**src/rtl/instr_queue_if.sv**
```systemverilog
// Predictor-to-decode handshake bundle for instr_queue, plus the shared
// instruction record type it carries.

package instr_queue_pkg;

    typedef struct packed {
        logic        valid;
        logic [31:0] pc;
        logic [31:0] instr;
        logic        ptaken;
        logic [31:0] ptarget;
    } ir_reg_t;

    localparam ir_reg_t NULL_IR_REG = '0;

endpackage

interface instr_queue_if;

    logic [1:0]               pdt_valid_i;
    instr_queue_pkg::ir_reg_t pdt_instr0_i;
    instr_queue_pkg::ir_reg_t pdt_instr1_i;
    logic [1:0]               ds_rdy_o;

    logic [1:0]               ir_valid_o;
    instr_queue_pkg::ir_reg_t ir_instr0_o;
    instr_queue_pkg::ir_reg_t ir_instr1_o;
    logic [1:0]               ir_rdy_i;

    // master: predictor/decode side; slave: the queue itself
    modport master (
        output pdt_valid_i, pdt_instr0_i, pdt_instr1_i, ir_rdy_i,
        input  ds_rdy_o, ir_valid_o, ir_instr0_o, ir_instr1_o
    );

    modport slave (
        input  pdt_valid_i, pdt_instr0_i, pdt_instr1_i, ir_rdy_i,
        output ds_rdy_o, ir_valid_o, ir_instr0_o, ir_instr1_o
    );

endinterface

```
**src/rtl/instr_queue.sv**
```systemverilog
// Two-wide in-order instruction queue between branch predictor and decode.
// Up to two enqueues and two dequeues per cycle; flushed on EX redirect.

module instr_queue
    import instr_queue_pkg::*;
#(
    parameter int unsigned Depth = 4
) (
    input  logic                   clk_i,
    input  logic                   rst_i,
    input  logic                   flush_i,
    instr_queue_if.slave           iq,
    output logic [$clog2(Depth):0] occupancy_o
);

    localparam int unsigned PW = $clog2(Depth);
    localparam int unsigned CW = PW + 1;

    typedef logic [PW-1:0] ptr_t;
    typedef logic [CW-1:0] cnt_t;

    ir_reg_t mem_q [Depth];
    ir_reg_t mem_d [Depth];
    ptr_t    wr_ptr_q, wr_ptr_d;
    ptr_t    rd_ptr_q, rd_ptr_d;
    cnt_t    count_q,  count_d;

    logic       blocked;
    cnt_t       free;
    logic [1:0] ds_rdy;
    logic [1:0] ir_valid;
    logic       acc0, acc1;
    logic       deq0, deq1;
    ptr_t       wr_ptr_p1;
    ptr_t       rd_ptr_p1;

    // Handshake status depends on registered count only, so there is
    // no combinational path from this cycle's dequeue to ds_rdy.
    always_comb begin
        blocked  = rst_i | flush_i;
        free     = cnt_t'(Depth) - count_q;
        ds_rdy   = '0;
        ir_valid = '0;
        if (!blocked) begin
            ds_rdy[0]   = (free    >= cnt_t'(1));
            ds_rdy[1]   = (free    >= cnt_t'(2));
            ir_valid[0] = (count_q >= cnt_t'(1));
            ir_valid[1] = (count_q >= cnt_t'(2));
        end
    end

    always_comb begin
        acc0 = iq.pdt_valid_i[0] & ds_rdy[0];
        acc1 = acc0 & iq.pdt_valid_i[1] & ds_rdy[1];
        deq0 = ir_valid[0] & iq.ir_rdy_i[0];
        deq1 = deq0 & ir_valid[1] & iq.ir_rdy_i[1];
    end

    assign wr_ptr_p1 = wr_ptr_q + ptr_t'(1);
    assign rd_ptr_p1 = rd_ptr_q + ptr_t'(1);

    always_comb begin
        mem_d = mem_q;
        if (acc0) begin
            mem_d[wr_ptr_q] = iq.pdt_instr0_i;
        end
        if (acc1) begin
            mem_d[wr_ptr_p1] = iq.pdt_instr1_i;
        end
    end

    always_comb begin
        wr_ptr_d = wr_ptr_q + ptr_t'(acc0) + ptr_t'(acc1);
        rd_ptr_d = rd_ptr_q + ptr_t'(deq0) + ptr_t'(deq1);
        count_d  = count_q + cnt_t'(acc0) + cnt_t'(acc1)
                           - cnt_t'(deq0) - cnt_t'(deq1);
        if (flush_i) begin
            wr_ptr_d = '0;
            rd_ptr_d = '0;
            count_d  = '0;
        end
    end

    always_ff @(posedge clk_i) begin
        if (rst_i) begin
            wr_ptr_q <= '0;
            rd_ptr_q <= '0;
            count_q  <= '0;
        end else begin
            wr_ptr_q <= wr_ptr_d;
            rd_ptr_q <= rd_ptr_d;
            count_q  <= count_d;
        end
    end

    // Storage is never cleared; validity is tracked purely by count_q.
    always_ff @(posedge clk_i) begin
        mem_q <= mem_d;
    end

    always_comb begin
        iq.ds_rdy_o    = ds_rdy;
        iq.ir_valid_o  = ir_valid;
        iq.ir_instr0_o = ir_valid[0] ? mem_q[rd_ptr_q]  : NULL_IR_REG;
        iq.ir_instr1_o = ir_valid[1] ? mem_q[rd_ptr_p1] : NULL_IR_REG;
    end

    assign occupancy_o = count_q;

    // A lone younger slot has no older partner to keep ordering; it is dropped.
    a_no_lone_slot1: assert property (
        @(posedge clk_i) disable iff (rst_i) iq.pdt_valid_i != 2'b10
    ) else $warning("instr_queue: pdt_valid_i=2'b10 is illegal, nothing enqueued");

endmodule

```
**src/flat_wrapper.sv**
```systemverilog
// flat-port wrapper written by rule: the top's interface ports become plain ports
module instr_queue_flat import instr_queue_pkg::*;
#(
    parameter int unsigned Depth = 4
)
  (clk_i, rst_i, flush_i, occupancy_o, iq_pdt_valid_i, iq_pdt_instr0_i, iq_pdt_instr1_i, iq_ir_rdy_i, iq_ds_rdy_o, iq_ir_valid_o, iq_ir_instr0_o, iq_ir_instr1_o);
  instr_queue_if iq_i ();
  input  logic clk_i;
  input  logic rst_i;
  input  logic flush_i;
  output logic [$clog2(Depth):0] occupancy_o;
  input wire logic [$bits(iq_i.pdt_valid_i)-1:0] iq_pdt_valid_i;
  input wire logic [$bits(iq_i.pdt_instr0_i)-1:0] iq_pdt_instr0_i;
  input wire logic [$bits(iq_i.pdt_instr1_i)-1:0] iq_pdt_instr1_i;
  input wire logic [$bits(iq_i.ir_rdy_i)-1:0] iq_ir_rdy_i;
  output wire logic [$bits(iq_i.ds_rdy_o)-1:0] iq_ds_rdy_o;
  output wire logic [$bits(iq_i.ir_valid_o)-1:0] iq_ir_valid_o;
  output wire logic [$bits(iq_i.ir_instr0_o)-1:0] iq_ir_instr0_o;
  output wire logic [$bits(iq_i.ir_instr1_o)-1:0] iq_ir_instr1_o;
  assign iq_i.pdt_valid_i = iq_pdt_valid_i;
  assign iq_i.pdt_instr0_i = iq_pdt_instr0_i;
  assign iq_i.pdt_instr1_i = iq_pdt_instr1_i;
  assign iq_i.ir_rdy_i = iq_ir_rdy_i;
  assign iq_ds_rdy_o = iq_i.ds_rdy_o;
  assign iq_ir_valid_o = iq_i.ir_valid_o;
  assign iq_ir_instr0_o = iq_i.ir_instr0_o;
  assign iq_ir_instr1_o = iq_i.ir_instr1_o;
  instr_queue #(.Depth(Depth)) u_core (.clk_i(clk_i), .rst_i(rst_i), .flush_i(flush_i), .iq(iq_i), .occupancy_o(occupancy_o));
endmodule
```
**config.mk**
```make
export PLATFORM = sky130hd
export DESIGN_NAME = instr_queue_flat
export DESIGN_NICKNAME = d
export VERILOG_FILES = /design/src/rtl/instr_queue_if.sv /design/src/rtl/instr_queue.sv /design/src/flat_wrapper.sv
export SDC_FILE = /design/constraint.sdc
export NUM_CORES = 1
export LEC_CHECK = 0
export BUFFER_PORTS_ARGS = -buffer_cell sky130_fd_sc_hd__buf_2
export CAP_MARGIN = 20
export CORE_AREA = 2 2 184 222
export CTS_CLUSTER_DIAMETER = 40
export CTS_CLUSTER_SIZE = 14
export DETAILED_ROUTE_END_ITERATION = 6
export DIE_AREA = 0 0 186 224
export HOLD_SLACK_MARGIN = 0.08
export PLACE_DENSITY_LB_ADDON = 0.15
export RECOVER_POWER = 100
export SYNTH_ARGS = -nofsm -noshare
export SYNTH_HDL_FRONTEND = slang
export SYNTH_SLANG_ARGS = --single-unit
```
**constraint.sdc**
```tcl
create_clock -name clk_i -period 5.6 [get_ports clk_i]
set_clock_uncertainty 0.2 [all_clocks]
set_input_delay 0.28 -clock clk_i [delete_from_list [all_inputs] [get_ports clk_i]]
set_output_delay 0.28 -clock clk_i [all_outputs]
set_load 0.01 [all_outputs]
```
==> results.md, run 1 <==
* Synth area leaders: dfxtp_1 33%, mux2_2 32%, mux4_2 18%, mux2_4 5.0%, and2_1 2.6%
* Slew @ Worst Pin at 2.17 ns
* Initial core utilization at 61.1%
* Pwr dens at between 200 and 300 mW/mm2
* Seq pwr share at around two fifths
* Hold EP: u_core.rd_ptr_q[0]$_SDFF_PP0_
* Top-area cell type share of the netlist area at 33.1%
* Failing checks: capacitance limit, slew limit
* HP Start: iq_ir_rdy_i[0]
* Asr flop ratio synth at 0%
* Vias per cell at 6.02
* Syn_nets at 1999
* Buffers on Ports at 405
* Hold Crit Class: input pin to flip-flop
* Crit-path slowest cell: dfxtp_1
* DR WL/cell at 23.2 um
* Worst skew pair latency at 0.60 ns
* Dpl ws at around 1.6 ns
* Post-CTS setup buffer count at 0
* Layout cell share with drive strength beyond 1 at 52.5%
* Initial DRC count at between 800 and 900
* Core ar. at approximately 0.04 mm2
* Total GRT Usage at 33.2%
* DRT antenna net count at 0
* Status: finished with violations
* Synth area leader: dfxtp_1
* Maxcap violations at 5
* Final instance area at 0.0310 mm2
* Top FF cell, synth: dfxtp_1
* Post-synthesis register bit count at 399
* Chip height at 224 um
* Number of synthesized flops with an enable pin at 0
* Most common cell in the netlist: mux2_2
* Cell area after synthesis at 0.0241 mm2
* Hold Vio Cnt, Final at 0
* First-pass GRT wire length at around 110000 um
* Reg2Reg Depth at 9
* Sw Share at 24.9%
* Clk sink count at ~400
* Final Non-Filler Cells at 3013
* Shortest period the worst path allows at 4.99 ns
* Final GP Congestion at 0.821
* Slew Limit Fails at 263
* Critical path class: flip-flop to output pin
* CTS Buffer Depth at 3
* Gate power share at 19.2%
* Sequential-to-total area share from yosys stat at around a third
* FF-to-FF End: u_core.mem_q[290]$_DFF_P_
* Num rows at 80
* Antenna violations before repair at 6
* Critical path capture point type: output pin
* Clk root buf: clkbuf_16
* Psw at between 2000 and 2500 uW
* Critical Path Start Type: flip-flop
* Final Routed Wirelength at 70000 um
* FF-to-FF setup slack at roughly 0.81 ns
* Power Internal at 6940 uW
* Area growth, synth to finish at 28.2%
* Placed Area at 0.0264 mm2
* Setup TNS at 0 ns
* Reg-to-Reg Start: u_core.occupancy_o[0]$_SDFF_PP0_
* Nets at 2639
* CP Cell Sequence: clkbuf_2, mux4_2, nor2b_1, clkbuf_1
* Reg clk slew, reported paths at 0.05 ns
* Post-layout util at 78.3%
* Setup ws final at around 0.61 ns
* LEAKAGE at approximately 0.013 uW
* Worst path max stage delay at 1.78 ns
* Num CTS Buffers at 57
* Drt drc at 0
* Period Utilization, post-route at 89.2%
* Post-synthesis cell count at around 1800
* Via count at 18100
* Clock power share at a little over two fifths
* CP Max Fanout at 49
* Worst vdd ir at 288 uV
* Top post-synthesis cells by count: 688 x mux2_2, 399 x dfxtp_1, 196 x mux4_2
* Final setup violation count at 0
* Crit path from: u_core.rd_ptr_q[1]$_SDFF_PP0_
* DP HPWL at around 40000 um
* Synth Area per Inst at 13.5 um2
* Largest net degree at the start of global routing at just over 80
* Relative slew slack at -45.0%
* CTS tree: yes
* Drt pass-1 iters at 5
* Fmax achieved at 200 MHz
* Worst EP required at 5.12 ns
* Yosys cell types at 29
* Total gr overflow at 0
* Vias in the first global route at 20100
* Die W at 186 um
* Die ar. at 0.0417 mm2
* RSZ-0062 raised after global routing: no
* Htree depth at 2
* Synth warn at 0
* Hold path cells at 4
* CP arrival at roughly 4.5 ns
* # IOs at approximately 400
* DP Cell Count at between 2000 and 3000
## per-stage QoR
stage	power (uW)	hold WS, ns
4_1_cts	9280	0.0895
5_1_grt	9580	0.119
2_1_floorplan	4800	0.223
3_5_place_dp	5170	0.356
6_report	9250	0.120
3_3_place_gp	5070	0.351
## how the worst max path moves through the flow
stage / end / depth (start not counted)
finish: iq_ir_instr0_o[25] / 4
global route: iq_ir_instr0_o[18] / 4
CTS: u_core.mem_q[280]$_DFF_P_ / 9
detailed placement: u_core.mem_q[203]$_DFF_P_ / 8
global placement: u_core.mem_q[203]$_DFF_P_ / 8
floorplan: u_core.occupancy_o[2]$_SDFF_PP0_ / 12
## power groups by stage
| stage | clock (uW) | sequential [uW] | combinational [uW] |
|---|---|---|---|
| after CTS | 3890 | 3600 | 1790 |
| final | 3850 | 3620 | 1770 |
| after floorplan | 0 | 3540 | 1260 |
| after global routing | 4010 | 3670 | 1900 |
| after detailed placement | 0 | 3650 | 1520 |
| after global placement | 0 | 3610 | 1450 |
## flip-flops by register name (all words and copies together), names as in the netlist
signal / count
u_core.occupancy_o: 3
u_core.mem_q: 392
u_core.rd_ptr_q: 2
u_core.wr_ptr_q: 2
## per-layer routing
layer	vias up	track usage, %	wire length, um
met5	-	0	0
met4	0	13.8	2720
met3	184	7.51	4390
met2	681	57.7	35200
met1	9237	39.4	27700
li1	8044	-	-
## layout by cell type, fill, tap and decap left out, types with 6 or more instances in the layout
cell type,Yosys,layout
and2_0,0,52
and2_1,102,50
buf_12,0,7
buf_2,71,264
buf_4,12,15
bufinv_16,0,7
clkbuf_1,37,144
clkbuf_16,0,59
clkbuf_2,0,6
clkbuf_8,0,7
clkinv_4,0,7
dfxtp_1,399,398
diode_2,0,6
dlygate4sd3_1,0,297
ha_1,7,7
inv_1,7,7
inv_6,0,10
mux2_1,17,94
mux2_2,688,686
mux4_2,196,196
nor2_1,10,9
nor2b_1,101,101
## worst max-delay path: cells and delay by family, from the launching register on
kind | cells | cell delay (ns)
buffers and inverters | 2 | 1.45
and+or+nand+nor | 1 | 0.21
DFF | 1 | 1.78
muxes | 1 | 0.44
## cells by family (layout without fill, tap and decap cells)
kind of cell	after synthesis	after routing	share of synthesized area, %
multiplexers	981	981	56.1
flip-flops	399	399	33.1
AND/OR/NAND/NOR	226	226	6.04
buffers and inverters	156	844	3.35
adder cells (fa/ha/maj)	10	10	0.611
AO/OA/AOI/OAI	9	9	0.528
XOR/XNOR	5	5	0.259
other	0	6	0
## layout make-up
type                    count  area (um2)
multi-input cells        1231       15100
fillers                  2534        8580
repair buffers            730        5110
diodes                      6        15.0
flip-flops and latches    399        7990
well taps                 533         667
clock inverters            38         488
inverters                   7        26.3
clock buffers              69        1580
## timing repair
item                       in CTS  in global routing
gates resized for setup         0                  0
hold endpoints to repair      398                  0
setup endpoints to repair       0                  0
hold buffers                  297                  0
Note: power is estimated with default switching activity, not from simulation.
==> run 2, diff against run 1 <==
- CELL_PAD_IN_SITES_DETAIL_PLACEMENT: unset -> 1
- CELL_PAD_IN_SITES_GLOBAL_PLACEMENT: unset -> 1
- CORE_AREA: 2 2 184 222 -> 2 2 204 246
- DIE_AREA: 0 0 186 224 -> 0 0 206 248
==> results.md, run 2 (synthesis results as in run 1) <==
* Drt pass-1 iters at 4 (-1)
* Reg clk slew, reported paths at 0.06 ns (about the same)
* Critical Path Start Type: flip-flop
* Clock power share at 45.5% (+3.8 points)
* Worst skew pair latency at 0.58 ns (-0.02 ns)
* Power Internal at 7570 uW (+9.0%)
* Period Utilization, post-route at 84.9% (-4.2 points)
* Reg with most FFs: u_core.mem_q
* CTS Buffer Depth at 3 (unchanged)
* Final GP Congestion at 0.787 (-4.1%)
* Drt drc at 0 (unchanged)
* # IOs at 406 (unchanged)
* Critical path capture point type: flip-flop
* CP Max Fanout at 22 (-55%)
* Setup TNS at 0 ns (unchanged)
* Htree depth at 3 (+1)
* Layout cell share with drive strength beyond 1 at 53.1% (+0.61 points)
* Psw at 2490 uW (+7.9%)
* Max FFs per register at 392 (unchanged)
* Vias per cell at 5.90 (-2.1%)
* Final setup violation count at 0 (unchanged)
* Crit-path slowest cell: clkbuf_1
* Die W at 206 um (+11%)
* Gate power share at 18.3% (-0.9 points)
* Sw Share at 24.7% (-0.20 points)
* Status: finished with violations
* Shortest period the worst path allows at 4.76 ns (-0.237 ns)
* Vias in the first global route at 21500 (+7.3%)
* Failing checks: capacitance limit, slew limit
* Cell family with most CP delay: buffers and inverters
* CP Cell Sequence: inv_1, ha_1, xnor2_4, a21oi_1, nand4_4, clkbuf_1, mux2_2, dlygate4sd3_1
* Maxcap violations at 3 (-2)
* Most frequent cells in the layout: 680 x mux2_2, 397 x dfxtp_1, 298 x dlygate4sd3_1
* Commonest non-fill, non-tap cell in the layout: mux2_2
* Hold Vio Cnt, Final at 0 (unchanged)
* Worst vdd ir at 271 uV (-6.0%)
* First-pass GRT wire length at 126000 um (+16%)
* Post-CTS setup buffer count at 0 (unchanged)
* Via count at 18500 (+1.9%)
* Nets at 2654 (+0.57%)
* LEAKAGE at 0.0130 uW (+2.4%)
* Seq pwr share at 36.3% (-2.9 points)
* Buffers on Ports at 405 (unchanged)
* Relative slew slack at -35.6% (+9.4 points)
* DRT antenna net count at 0 (unchanged)
* RSZ-0062 raised after global routing: no
* Hold Crit Class: input pin to flip-flop
* Num rows at 89 (+11%)
* Worst Path Buf+Inv at 3 (+1)
* Dpl ws at 1.86 ns (+0.219 ns)
* Initial DRC count at 887 (+6.7%)
* Slew Limit Fails at 168 (-36%)
* Total gr overflow at 0 (unchanged)
* Initial core utilization at 49.5% (-12 points)
* Clk sink count at 399 (unchanged)
* Largest net degree at the start of global routing at 101 (+23%)
* Die ar. at 0.0511 mm2 (+23%)
* Fillers at 4835 (+91%)
* Setup ws final at 0.844 ns (+0.237 ns)
* Antenna violations before repair at 9 (+3)
* Total GRT Usage at 32.4% (-0.81 points)
* CP arrival at 5.02 ns (+0.51 ns)
* Area growth, synth to finish at 30.6%
* FF-to-FF setup slack at 0.84 ns (+0.03 ns)
* Critical path class: flip-flop to flip-flop
* Worst path max stage delay at 1.24 ns (-0.54 ns)
* DP HPWL at 45600 um (+16%)
* Num CTS Buffers at 70 (+23%)
* Clk root buf: clkbuf_16
* Final Routed Wirelength at 83400 um (+19%)
* Post-CTS sizing at 0 (unchanged)
* Pwr dens at 319 mW/mm2 (+6.7%)
* Core ar. at 0.0488 mm2 (+23%)
* Worst EP required at 5.86 ns (+0.74 ns)
* Fmax achieved at 210 MHz (+5.0%)
* DR WL/cell at 26.6 um (+14%)
* Slew @ Worst Pin at 2.03 ns (-0.138 ns)
* Chip height at 248 um (+11%)
* CTS tree: yes
[run 2: cell types whose count changed in the layout (fill, tap and decap cells not counted), moves of 8 or more]
cell,previous run,this run
and2_1,50,37
clkbuf_1,144,131
and2_0,52,65
buf_2,264,279
clkinv_2,4,12
clkbuf_16,59,73
[run 2: final timing paths]
kind | cells past startpoint | from | to
setup / recovery | 8 | u_core.occupancy_o[0]$_SDFF_PP0_ | u_core.mem_q[254]$_DFF_P_
hold reg to reg | 2 | u_core.mem_q[383]$_DFF_P_ | u_core.mem_q[383]$_DFF_P_
setup reg to reg | 8 | u_core.occupancy_o[0]$_SDFF_PP0_ | u_core.mem_q[254]$_DFF_P_
hold / removal | 4 | iq_ir_rdy_i[1] | u_core.rd_ptr_q[0]$_SDFF_PP0_
[run 2: area by class of cell]
type                            instances  area, um2  share of cell area [%]
Inverter                                7       26.3                  0.0833
Tap cell                              637        797                    2.53
Sequential cell                       399       7990                    25.3
Timing Repair Buffer                  732       5170                    16.4
Clock buffer                           83       1920                    6.10
Clock inverter                         39        558                    1.77
Antenna cell                            7       17.5                  0.0555
Multi-Input combinational cell       1231      15100                    47.7
[run 2: timing repair]
item	CTS	global route
setup endpoints to repair	0	0
endpoints found under the hold margin	398	0
hold buffers	298	0
[run 2: worst register-to-register path, stage by stage (launching register included)]
cell           delay, ns
dfxtp_1             0.45
inv_1               0.14
ha_1                0.28
xnor2_4             0.38
a21oi_1             0.37
nand4_4             0.50
clkbuf_1            1.24
mux2_2              0.48
dlygate4sd3_1       0.59
[run 2: through the flow]
step | hold WS [ns] | utilization, % | std cells | instance area, um2 | power [uW]
after CTS | 0.102 | 65.6 | 3127 | 32000 | 10100
after detailed placement | 0.359 | 54.4 | 2707 | 26500 | 5210
after global routing | 0.164 | 64.7 | 3132 | 31500 | 10400
final | 0.147 | 64.7 | 3135 | 31500 | 10100
after floorplan | 0.223 | - | 1786 | 24100 | 4800
after global placement | 0.352 | 54.4 | 2706 | 26500 | 5080
[run 2: per-layer routing]
layer  part of all wire [%]  vias to the layer above  GRT usage [%]  wire length, um
met3                    5.2                      200           5.96             4330
met4                    4.1                        8           16.6             3440
met1                     38                     9551           35.7            31400
met5                  0.055                        -              0               46
li1                       -                     8069              -                -
met2                     53                      654           59.1            44200
[run 2: power by group through the flow]
stage	clock network [uW]	registers (uW)	logic (uW)
3_5_place_dp	0	3670	1550
4_1_cts	4630	3610	1820
6_report	4570	3650	1840
5_1_grt	4770	3690	1950
2_1_floorplan	0	3540	1260
3_3_place_gp	0	3620	1470
==> run 3, diff against run 2 <==
- CORE_AREA: 2 2 204 246 -> 2 2 222 268
- DIE_AREA: 0 0 206 248 -> 0 0 224 270
- clock period: 5.6 -> 4.3 ns (I/O delays scaled with it)
==> results.md, run 3 (synthesis results as in run 1) <==
* Via count at 18000 (-2.8%)
* Pwr dens at 418 mW/mm2 (+31%)
* Final hold slack at 0.150 ns (+0.00367 ns)
* Relative slew slack at 14.4% (+50 points)
* Maxcap violations at 0 (-3)
* Setup TNS at 0 ns (unchanged)
* Slew Limit Fails at 0 (-100%)
* Die ar. at 0.0605 mm2 (+18%)
* CTS tree: yes
* Drt pass-1 iters at 4 (unchanged)
* Final GP Congestion at 0.793 (+0.74%)
* Die W at 224 um (+8.7%)
* Critical path class: flip-flop to output pin
* DR WL/cell at 24.0 um (-9.8%)
* Hold Crit Class: input pin to flip-flop
* Area growth, synth to finish at 32.6%
* Initial DRC count at 766 (-14%)
* Max FFs per register at 392 (unchanged)
* Placed Area at 0.0268 mm2 (+1.1%)
* Hold_buf cts at 299 (+0.34%)
* Reg with most FFs: u_core.mem_q
* Initial core utilization at 41.7% (-7.8 points)
* Post-CTS sizing at 0 (unchanged)
* Chip height at 270 um (+8.9%)
* Largest net degree at the start of global routing at 75 (-26%)
* Total GRT Usage at 25.7% (-6.7 points)
* Reg clk slew, reported paths at 0.05 ns (about the same)
* CP Max Fanout at 74 (+240%)
* Num CTS Buffers at 76 (+8.6%)
* Antenna violations before repair at 8 (-1)
* Worst skew pair latency at 0.59 ns (about the same)
* Clk sink count at 399 (unchanged)
* Final Non-Filler Cells at 3259 (+4.0%)
* Period Utilization, post-route at a little over nine tenths
* # IOs at 406 (unchanged)
* Most frequent cells in the layout: 688 x mux2_2, 397 x dfxtp_1, 299 x dlygate4sd3_1
* Status: finished, final reports clean
* DP Cell Count at 2817 (+4.1%)
* CP arrival at 3.63 ns (-1.39 ns)
* LEAKAGE at 0.0131 uW (+0.95%)
* Critical path capture point type: output pin
* Vias per cell at 5.51 (-6.5%)
* Drt drc at 0 (unchanged)
* Total gr overflow at 0 (unchanged)
* Vias in the first global route at 20700 (-3.7%)
* Register Area at 0.00799 mm2 (about the same)
* Hold Vio Cnt, Final at 0 (unchanged)
* Buffers on Ports at 405 (unchanged)
* RSZ-0062 raised after global routing: no
* Clk root buf: clkbuf_16
* DP HPWL at 46800 um (+2.7%)
* Final setup violation count at 0 (unchanged)
* Critical Path Start Type: flip-flop
* Nets at 2665 (+0.41%)
* CTS Buffer Depth at 3 (unchanged)
* Fmax achieved at 247 MHz
* Layout cell share with drive strength beyond 1 at 53.3% (+0.20 points)
* Final instance area at 0.0320 mm2 (+1.5%)
* Slew @ Worst Pin at 1.28 ns (-0.750 ns)
* Multi-input gate area at 0.0150 mm2 (-0.11%)
* Worst EP required at 3.88 ns (-1.98 ns)
* Shortest period the worst path allows at approximately 4.0 ns
* Fillers at 5952 (+23%)
* Htree depth at 3 (unchanged)
* First-pass GRT wire length at 121000 um (-4.5%)
* Num rows at 97 (+9.0%)
* Worst vdd ir at 333 uV (+23%)
* DRT antenna net count at 0 (unchanged)
* Post-CTS setup buffer count at 0 (unchanged)
* Final Routed Wirelength at 78200 um (-6.2%)
* Core ar. at 0.0579 mm2 (+19%)
* Commonest non-fill, non-tap cell in the layout: mux2_2
[run 3: final timing paths]
| check | start | end | slack, ns | cells after the start |
|---|---|---|---|---|
| hold reg to reg | u_core.mem_q[195]$_DFF_P_ | u_core.mem_q[195]$_DFF_P_ | 0.40 | 2 |
| setup / recovery | u_core.rd_ptr_q[1]$_SDFF_PP0_ | iq_ir_instr0_o[63] | 0.25 | 4 |
| setup reg to reg | u_core.occupancy_o[0]$_SDFF_PP0_ | u_core.mem_q[191]$_DFF_P_ | 0.29 | 8 |
| hold / removal | iq_ir_rdy_i[1] | u_core.rd_ptr_q[1]$_SDFF_PP0_ | 0.15 | 5 |
[run 3: through the flow]
| step | utilization (%) | worst slack [ns] | total power [uW] |
|---|---|---|---|
| after floorplan | - | 0.870 | 6250 |
| after global placement | 46.4 | 0.789 | 6650 |
| after detailed placement | 46.4 | 0.659 | 6790 |
| after CTS | 56.2 | 0.434 | 13600 |
| after global routing | 55.3 | 0.124 | 14000 |
| final | 55.3 | 0.254 | 13400 |
[run 3: layer usage]
metal	share of wire (%)	vias up	track usage, %
met2	51	425	45.8
met3	4.5	126	4.62
met5	0.0089	-	0
li1	-	8118	-
met4	2.6	2	8.98
met1	42	9294	30.9
[run 3: area by class of cell]
type,instances,share of cell area [%]
multi-input combinational,1231,47.0
tap,742,2.90
inverter,7,0.0821
timing repair buffer,737,16.5
clock buffer,96,6.72
antenna,7,0.0547
sequential,399,25.0
clock inverter,40,1.77
[run 3: critical path: stages, from the launching register on]
cell and delay (ns):
dfxtp_2 1.06, clkbuf_4 1.09, mux4_2 0.37, nor2b_1 0.23, clkbuf_1 0.19
[run 3: power breakdown]
part / internal [uW] / leakage (uW) / switching, uW
combinational: 1660 / 0.00849 / 650
sequential: 4290 / 0.00330 / 424
clock: 4310 / 0.00132 / 2060
